### src/rtl/bcd_pkg.sv
// Shared types and constants for the BCD-to-binary converter.
package bcd_pkg;

   localparam int DIGIT_W     = 4;
   localparam int HUND_W      = 2;
   localparam int BIN_W       = 8;
   localparam int NUM_SHIFTS  = 8;
   localparam int BCD_MAX_VAL = 255;
   localparam int WREG_W      = HUND_W + 2*DIGIT_W + BIN_W;
   localparam int CNT_W       = 4;

   typedef enum logic [1:0] {IDLE, SHIFT, DONE} state_t;

   // Flags digits that are not BCD, a hundreds digit of 3, or a value above BCD_MAX_VAL.
   function automatic logic range_err(input logic [HUND_W-1:0]  h,
                                      input logic [DIGIT_W-1:0] t,
                                      input logic [DIGIT_W-1:0] o);
      int val;
      val = int'(h)*100 + int'(t)*10 + int'(o);
      return (t > 4'd9) || (o > 4'd9) || (h == 2'd3) || (val > BCD_MAX_VAL);
   endfunction

endpackage

### src/rtl/bcd_digit_adjust.sv
// Reverse double-dabble correction for one BCD digit: subtract 3 when the digit is 8 or more.
module bcd_digit_adjust
   import bcd_pkg::*;
(
   input  logic [DIGIT_W-1:0] din,
   output logic [DIGIT_W-1:0] dout
);

   assign dout = (din >= 4'd8) ? din - 4'd3 : din;

endmodule

### src/rtl/bcd_to_bin.sv
// Sequential 3-digit BCD to 8-bit binary converter, one shift-and-correct step per clock.
// Optional range checking is compiled in with `define BCD_RANGE_CHECK_EN.
module bcd_to_bin
   import bcd_pkg::*;
#(
   parameter logic [BIN_W-1:0] SAT_VALUE = 8'hFF
) (
   input  logic                clk,
   input  logic                rst,
   input  logic                start,
   input  logic [HUND_W-1:0]   hundreds,
   input  logic [DIGIT_W-1:0]  tens,
   input  logic [DIGIT_W-1:0]  ones,
   output logic                busy,
   output logic                done,
   output logic [BIN_W-1:0]    bin,
   output logic                err
);

   state_t              state;
   logic [WREG_W-1:0]   wreg;
   logic [WREG_W-1:0]   shifted;
   logic [WREG_W-1:0]   stepped;
   logic [CNT_W-1:0]    cnt;
   logic [DIGIT_W-1:0]  t_adj;
   logic [DIGIT_W-1:0]  o_adj;

   // Layout {h, t, o, b}: bits shift out of the BCD fields into the binary field.
   assign shifted = wreg >> 1;

   bcd_digit_adjust u_adj_tens (
      .din  (shifted[BIN_W+2*DIGIT_W-1 -: DIGIT_W]),
      .dout (t_adj)
   );

   bcd_digit_adjust u_adj_ones (
      .din  (shifted[BIN_W+DIGIT_W-1 -: DIGIT_W]),
      .dout (o_adj)
   );

   assign stepped = {shifted[WREG_W-1 -: HUND_W], t_adj, o_adj, shifted[BIN_W-1:0]};

`ifndef BCD_RANGE_CHECK_EN
   logic [BIN_W-1:0] unused_sat;
   assign unused_sat = SAT_VALUE;
   assign err        = 1'b0;
`endif

   always_ff @(posedge clk) begin
      if (rst) begin
         state <= IDLE;
         wreg  <= '0;
         cnt   <= '0;
         busy  <= 1'b0;
         done  <= 1'b0;
         bin   <= '0;
`ifdef BCD_RANGE_CHECK_EN
         err   <= 1'b0;
`endif
      end else begin
         done <= 1'b0;
         case (state)
            IDLE, DONE: begin
               if (start) begin
                  wreg  <= {hundreds, tens, ones, {BIN_W{1'b0}}};
                  cnt   <= '0;
                  busy  <= 1'b1;
                  state <= SHIFT;
`ifdef BCD_RANGE_CHECK_EN
                  err   <= range_err(hundreds, tens, ones);
`endif
               end else begin
                  state <= IDLE;
               end
            end
            SHIFT: begin
               wreg <= stepped;
               cnt  <= cnt + 1'b1;
               if (cnt == CNT_W'(NUM_SHIFTS-1)) begin
                  state <= DONE;
                  busy  <= 1'b0;
                  done  <= 1'b1;
`ifdef BCD_RANGE_CHECK_EN
                  bin   <= err ? SAT_VALUE : stepped[BIN_W-1:0];
`else
                  bin   <= stepped[BIN_W-1:0];
`endif
               end
            end
            default: state <= IDLE;
         endcase
      end
   end

endmodule

### config.mk
export PLATFORM = sky130hd
export DESIGN_NAME = bcd_to_bin
export DESIGN_NICKNAME = d
export VERILOG_FILES = /design/src/rtl/bcd_pkg.sv /design/src/rtl/bcd_digit_adjust.sv /design/src/rtl/bcd_to_bin.sv
export SDC_FILE = /design/constraint.sdc
export NUM_CORES = 1
export LEC_CHECK = 0
export BUFFER_PORTS_ARGS = -buffer_cell sky130_fd_sc_hd__buf_4
export CORE_MARGIN = 1.5
export CORE_UTILIZATION = 30
export DETAILED_ROUTE_END_ITERATION = 16
export PLACE_DENSITY_LB_ADDON = 0.3
export SLEW_MARGIN = 10
export SYNTH_ARGS = -nofsm -noshare
export SYNTH_HDL_FRONTEND = slang
export SYNTH_HIERARCHICAL = 1
export SYNTH_SLANG_ARGS = --single-unit
export TNS_END_PERCENT = 1
### constraint.sdc
create_clock -name clk -period 1.4 [get_ports clk]
set_input_delay 0.07 -clock clk [delete_from_list [all_inputs] [get_ports clk]]
set_output_delay 0.07 -clock clk [all_outputs]
set_load 0.1 [all_outputs]
Word-level counts from Yosys, hierarchy flattened. Index checks and enable logic that the tools add are counted. W data, S select, Z words.

$add $sub $neg: 3. $lt $le $gt $ge: 2. Equal/unequal tests: 5. Muxes and demuxes: 13. Bitwise operators: 1. Reductions and logical operators: 7.

Operators by type and width (number): $pmux W18 S2 (1); $mux W18 (1); $mux W4 (3); $ge A4 B4 Y1 const B (2); $pmux W4 S2 (1); $sub A4 B2 Y4 const B (2); $add A4 B1 Y4 const B (1); $eq A4 B3 Y1 const B (1); $mux W1 (4); $ne A2 B2 Y1 const B (2); $pmux W2 S2 (1); $reduce_and A2 Y1 (2); $reduce_or A2 Y1 (2); $reduce_and A3 Y1 (1); $eq A2 B1 Y1 const B (1); $eq A2 B2 Y1 const B (1); $logic_not A2 Y1 (1); $mux W2 (1); $pmux W1 S2 (1); $reduce_bool A2 Y1 (1); $not A1 Y1 (1).

Register bits: 34. Input bits: 13. Output and inout port bits: 11. Logic and storage cells: 37.

Depth between registers and ports, before layout. Gate-level depths: netlist of run 1.

Depth after elaboration: 4. Gate-level depth with buffers: 6. Mapped depth without buffers: 6.

By module. Netlist of run 1, hierarchy kept.

By module, submodules not included: bcd_to_bin (instances 1, cells each 148, area an instance 1353.8 µm², seq. area each 660.6 µm²); bcd_digit_adjust (instances 2, cells each 11, area an instance 76.3 µm², seq. area each 0.0 µm²).

Worst setup path after synthesis of run 1. OpenSTA, ideal clock, no wires.

Kind: register -> register. Start point: reg, netlist name busy. End point: reg busy. Library setup time: 71 ps. Data arrival time: 1276 ps. Data required time: 1329 ps. Slack: 53 ps. Cell stages (with the launch flop): 3. Path buffers: 0. Period minus slack after synthesis: 1347 ps. Cells stage by stage: dfxtp_1 > o21ai_0 > a21oi_1.

RTL lines: end signal: assignment (line bcd_to_bin.sv:54) `busy <= 1'b0;`; end signal: assignment (line bcd_to_bin.sv:67) `busy <= 1'b1;`; end signal: assignment (line bcd_to_bin.sv:81) `busy <= 1'b0;`; end: declaration (line bcd_to_bin.sv:14) `output logic busy,`.

Final worst setup path of run 1.
Start point: reg wreg[9]. End point: reg wreg[9].

Longest elaborated chain between the ends: 3. Elaborated cells between the ends (all ways): 4. Those cells by class: 1 x add/sub; 1 x order compare; 2 x mux.

RTL lines: start: declaration (line bcd_to_bin.sv:21) `logic [WREG_W-1:0] wreg;`; start signal: assignment (line bcd_to_bin.sv:65) `wreg <= {hundreds, tens, ones, {BIN_W{1'b0}}};`; start signal: assignment (line bcd_to_bin.sv:77) `wreg <= stepped;`; $sub A4 B2 Y4 or $ge A4 B4 Y1 (tied branches) (line bcd_digit_adjust.sv:9) `assign dout = (din >= 4'd8) ? din - 4'd3 : din;`; $mux W4 * (line bcd_digit_adjust.sv:9); net o_adj[1] (line bcd_to_bin.sv:26) `logic [DIGIT_W-1:0] o_adj;`; $pmux W18 S2 * (line bcd_to_bin.sv:62) `case (state)`.

Mark *: on every way through the listed nets, which the timed path passes. The rest lies on a longest branch. A chain may end at the register's enable or synchronous reset.

==> results_dict.tcl, run 1 <==
set metrics [dict create \
    cts_setup_buffers 0 \
    p_leak_nw 0.702 \
    worstHoldStart "hundreds[1]" \
    dieArea_um2 5460 \
    firstDrtPassIters 4 \
    route.detailed.drc 0 \
    antennaDiodeCount 0 \
    synthTopCellsByArea "dfxtp_1 44%, nand2b_1 8.7%, a21oi_1 7.0%, mux2i_1 5.3%, nand3_1 5.3%" \
    whs_ps 31.7 \
    finalCritPeriodShare_pct 91.9 \
    drtIter0Drc 68 \
    via_count 1219 \
    holdPathStages 3 \
    drt-wirelength-per-cell_um 11.6 \
    setup_tns_ps 0 \
    viasPerCell 4.63 \
    hold_viol 0 \
    ant_nets 0 \
    grt_setup_unrepaired "no" \
    synth_area_leader_cell "dfxtp_1" \
    drive_gt1_share_pct 21.4 \
    root_buffer "clkbuf_8" \
    grt_pass1_vias 1060 \
    vdd_drop_max_mv 0.788 \
    required_ps 1570 \
    cts_sinks 33 \
    core_um2 4790 \
    yosysTopAreaCellShare_pct 43.9 \
    fin_crit_ps 1290 \
    worstSetupStartpoint "wreg[9]" \
    setup_viol 0 \
    worst-r2r-cell-count 6 \
    num_io_pins 24 \
    dp_hpwl_um 1990 \
    fin_area_um2 1880 \
    place_congestion 0.698 \
    cts_buffers 5 \
    die_x_um 73.9 \
    layout.nets 213 \
    syn_area_um2 1510 \
    criticalPathCategory "reg -> reg" \
    min_path_type "in -> reg" \
    cp-start-kind "flip-flop" \
    crit_fanout 5 \
    fmaxAchievable_mhz 777 \
    reg2reg_from "wreg[9]" \
    synth-seq-cells 33 \
    htreeDepth 2 \
    grt_pass1_wl_um 5020 \
    rows 25 \
    drv_slew 0 \
    fp.dieH_um 73.9 \
    r2r_slack_ps 110 \
    post_dp_cell_area_um2 1750 \
    synthDistinctLibCells 29 \
    status "complete, no violations" \
    clkTransAtPathRegs_ps 70 \
    ys_warn_count 6 \
    portBuffers 22 \
    antenna_found_initial 0 \
    final_util_pct 39.3 \
    cts_tree "built" \
    clock_path_buffers 2 \
    syn_area_per_cell_um2 8.86 \
    wl_um 3050 \
    end_kind "flip-flop" \
    synth_nets 188 \
    synthCells 170 \
    cts_hold_buf 0 \
    gr-total-overflow 0 \
    worstPathArrival_ps 1450 \
    initial_utilization_pct 31.5 \
    finalClockSkew_ps 5.54 \
    area_delta_synth_final_pct 25.0 \
    clk_latency_ps 290 \
    max_cap_violations 0 \
    powerDensity_nw_per_um2 1170 \
    seq_area_frac_synth_pct 43.9 \
    grt_max_degree 36 \
    post_cts_resized 0 \
    grt_usage_pct 12.3 \
]
synthesized netlist by cell type:
cell      number
buf_4          1
nor2_1         2
buf_2          7
nor2_4         1
nor3_1         8
o21ai_0        3
mux2_2         1
nor3b_1        1
a22oi_1        6
conb_1         1
dfxtp_1       33
mux2i_1        8
nand2_1       11
nand4_1        1
nand3_1       16
a211oi_2       1
nand2b_1      21
ha_1           5
buf_1          1
o22ai_1        3
clkbuf_1       3
xor2_1         2
nand3b_1       1
inv_1          4
xnor2_1        2
mux2_4         1
buf_6          1
nor2b_1        4
a21oi_1       21
placed cells by master, fill, tap and decap left out:
cell type / synthesis / final
clkbuf_8: 0 / 6
a211oi_2: 1 / 1
o21ai_0: 3 / 3
nand4_1: 1 / 1
clkbuf_1: 3 / 1
nand2_1: 11 / 11
inv_1: 4 / 4
nor2_4: 1 / 1
dfxtp_1: 33 / 33
nand2b_1: 21 / 21
nand3_1: 16 / 16
nor2b_1: 4 / 4
bufinv_16: 0 / 1
xor2_1: 2 / 2
xnor2_1: 2 / 2
mux2_2: 1 / 1
a22oi_1: 6 / 6
nand3b_1: 1 / 1
buf_12: 0 / 1
ha_1: 5 / 5
a21oi_1: 21 / 21
buf_4: 1 / 30
nor3_1: 8 / 8
nor3b_1: 1 / 1
nor2_1: 2 / 2
mux2i_1: 8 / 8
mux2_4: 1 / 1
o22ai_1: 3 / 3
conb_1: 1 / 1
worst paths after layout:
| path | to |
|---|---|
| max | wreg[9] |
| min | wreg[17] |
| max reg2reg | wreg[9] |
| min reg2reg | wreg[1] |
where the power goes:
| part | switching [mW] | total [mW] | internal [mW] |
|---|---|---|---|
| registers | 0.0359 | 1.01 | 0.973 |
| logic | 0.154 | 0.265 | 0.111 |
| clock network | 0.346 | 0.926 | 0.580 |
| total | 0.536 | 2.20 | 1.66 |
sequential cells by signal, indices dropped and copies added, names as in the netlist:
register / count
busy: 1
wreg: 17
bin: 8
done: 1
state: 2
cnt: 4
per-stage QoR:
stage,cells,setup WS [ps],total power [mW]
finish,263,114,2.20
global route,263,13.1,2.29
CTS,262,44.8,2.22
detailed placement,254,59.3,1.30
global placement,254,130,1.30
floorplan,170,53.5,1.22
layer usage:
metal	routed length [um]	share of wire, %	GRT usage [%]
met4	59	1.9	6.79
met1	1530	50	16.5
met3	116	3.8	3.70
met2	1340	44	17.4
met5	0	0	0
worst max-delay path, cell delays in order (launching register included):
cell	delay, ps
dfxtp_1	410
inv_1	70
ha_1	290
nand2_1	60
o21ai_0	80
a22oi_1	170
a21oi_1	80
cell families after synthesis:
| logic type | after synthesis | share of synthesized area [%] |
|---|---|---|
| buffers and inverters | 17 | 5.56 |
| and+or+nand+nor | 66 | 23.8 |
| AOI/OAI and AO/OA | 34 | 13.0 |
| adders and majority gates | 5 | 4.15 |
| DFF | 33 | 43.9 |
| muxes | 10 | 7.06 |
| xor gates and xnor gates | 4 | 2.33 |
| other | 1 | 0.249 |
cell type report:
cell class	instances	area, um^2
Timing Repair Buffer	31	245
Sequential cell	33	661
Fill cell	483	2900
Tap cell	67	83.8
Clock buffer	7	86.3
Inverter	4	15.0
Clock inverter	1	30.0
Multi-Input combinational cell	120	762
No activity file was read; power rests on OpenSTA's default activity.
==> run 2: changes to the inputs <==
--- a/config.mk
+++ b/config.mk
@@ -8,6 +8,7 @@
 export BUFFER_PORTS_ARGS = -buffer_cell sky130_fd_sc_hd__buf_4
 export CORE_MARGIN = 1.5
 export CORE_UTILIZATION = 30
+export CTS_CLUSTER_DIAMETER = 100
 export DETAILED_ROUTE_END_ITERATION = 16
 export PLACE_DENSITY_LB_ADDON = 0.3
 export SLEW_MARGIN = 10
==> constraint.sdc (replaced) <==
create_clock -name clk -period 1.55 [get_ports clk]
set_input_delay 0.0775 -clock clk [delete_from_list [all_inputs] [get_ports clk]]
set_output_delay 0.0775 -clock clk [all_outputs]
set_load 0.1 [all_outputs]
==> run 2 against run 1 <==
Net effect:
- design area is 3.1% lower
- utilization is 1.2 points lower
- via count is 1.8% lower
- combinational power is 9.1% lower
==> results_dict.tcl, run 2 (same netlist as run 1, synthesis figures left out) <==
set metrics [dict create \
    status "complete, no violations" \
    place_congestion 0.763 \
    cts_buffers 5 \
    cts_setup_buffers 0 \
    finalCritPeriodShare_pct 89.6 \
    grt_pass1_wl_um 5000 \
    htreeDepth 2 \
    finalClockSkew_ps 7.15 \
    largest_reg_flops 17 \
    power.internal_mw 1.29 \
    regArea_um2 661 \
    cp-start-kind "flip-flop" \
    whs_ps 40.0 \
    post_dp_cell_area_um2 1740 \
    cts_hold_buf 0 \
    crit_fanout 8 \
    clk_latency_ps 290 \
    grt_pass1_vias 1087 \
    cts_sinks 33 \
    worstReg2RegEnd "bin[7]" \
    cp-endpoint "bin[7]" \
    gr-total-overflow 0 \
    firstDrtPassIters 4 \
    core_um2 4790 \
    ant_nets 0 \
    fin_crit_ps 1390 \
    powerDensity_nw_per_um2 984 \
    hold_viol 0 \
    regMostFlops "wreg" \
    crit_chain "ha_1, nand3b_1, nor2_4, mux2i_1" \
    dieArea_um2 5460 \
    multi_input_area_um2 762 \
    final_util_pct 38.1 \
    drv_slew 0 \
    fmaxAchievable_mhz 720 \
    grt_setup_unrepaired "no" \
    post_cts_resized 0 \
    antennaDiodeCount 0 \
    comb_power_share_pct 13.4 \
    fp.dieH_um 73.9 \
    setup_viol 0 \
    required_ps 1770 \
    portBuffers 22 \
    reg2reg_from "cnt[0]" \
    r2r_slack_ps 160 \
    grt_max_degree 35 \
    end_kind "flip-flop" \
    layout_common_cells "33 x dfxtp_1, 29 x buf_4, 21 x nand2b_1, 21 x a21oi_1, 16 x nand3_1" \
    worstPathArrival_ps 1610 \
    root_buffer "clkbuf_8" \
    max_cap_violations 0 \
    area_delta_synth_final_pct 21.2 \
    route.detailed.drc 0 \
    die_x_um 73.9 \
    switchingPower_uw 508 \
    fin_area_um2 1830 \
    viasPerCell 4.59 \
    drt-wirelength-per-cell_um 11.7 \
    critical-path-slowest-cell "dfxtp_1" \
    num_io_pins 24 \
    p_seq_share_pct 50.7 \
    rows 25 \
    top_regs "wreg (17), bin (8), cnt (4)" \
    final_common_cell "dfxtp_1" \
    clkTransAtPathRegs_ps 70 \
    critPathMaxStageDelay_ps 370 \
    drtIter0Drc 79 \
    fin_cells 261 \
    switching_share_pct 28.3 \
    via_count 1197 \
    min_path_type "in -> reg" \
    vdd_drop_max_mv 0.550 \
    fillers 494 \
    wl_um 3050 \
    criticalPathCategory "reg -> reg" \
    p_leak_nw 0.675 \
    antenna_found_initial 0 \
    layout.nets 211 \
    worst-r2r-cell-count 4 \
    clock_path_buffers 2 \
    clkPwrFrac_pct 35.9 \
    place_inst 253 \
    initial_utilization_pct 31.5 \
    cts_tree "built" \
    dp_hpwl_um 1980 \
    setup_tns_ps 0 \
    grt_usage_pct 12.2 \
    drive_gt1_share_pct 21.1 \
    worstSetupStartpoint "cnt[0]" \
]
[run 2: cell types whose count changed in the layout (fill, tap and decap cells not counted), sizes merged]
cell | before | now
clkinvlp | 0 | 1
clkinv | 0 | 2
clkbuf | 7 | 5
bufinv | 1 | 0
buf | 31 | 29
[run 2: final cells by class]
cell class	instances	area share (%)
Sequential cell	33	36.2
Clock buffer	5	3.77
Tap cell	67	4.59
Timing Repair Buffer	29	11.9
Inverter	4	0.822
Multi-Input combinational cell	120	41.7
Clock inverter	3	0.960
[run 2: power groups by stage]
stage               logic (mW)  registers [mW]  clock network [mW]
floorplan                0.164           0.937                   0
global placement         0.240           0.929                   0
detailed placement       0.241           0.929                   0
CTS                      0.243           0.910               0.662
global route             0.267           0.915               0.701
finish                   0.241           0.910               0.645
[run 2: worst max-delay path: cells and delay by family, from the launching register on]
kind	cells	cell delay [ps]
muxes	1	220
and+or+nand+nor	2	530
adders and majority gates	1	200
DFF	1	370
[run 2: worst min-delay path by stage]
stage                      from       end  slack, ps  cells after the start
global placement    hundreds[1]  wreg[17]        340                      3
global route        hundreds[1]  wreg[17]         60                      3
floorplan           hundreds[1]  wreg[17]        210                      2
detailed placement  hundreds[1]  wreg[17]        340                      3
CTS                 hundreds[1]  wreg[17]         30                      3
finish              hundreds[1]  wreg[17]         40                      3
[run 2: per-stage QoR]
| step | setup WS [ps] | power [mW] |
|---|---|---|
| after floorplan | 203 | 1.10 |
| after global placement | 217 | 1.17 |
| after detailed placement | 154 | 1.17 |
| after CTS | 141 | 1.81 |
| after global routing | 73.7 | 1.88 |
| final | 161 | 1.80 |
[run 2: routing by layer]
layer  track usage [%]  part of all wire (%)  vias to the layer above
met4              4.94                   1.3                        0
met1              15.1                    51                      546
met2              19.1                    44                       20
met5                 0                     0                        -
met3              4.53                   3.8                        6
li1                  -                     -                      625
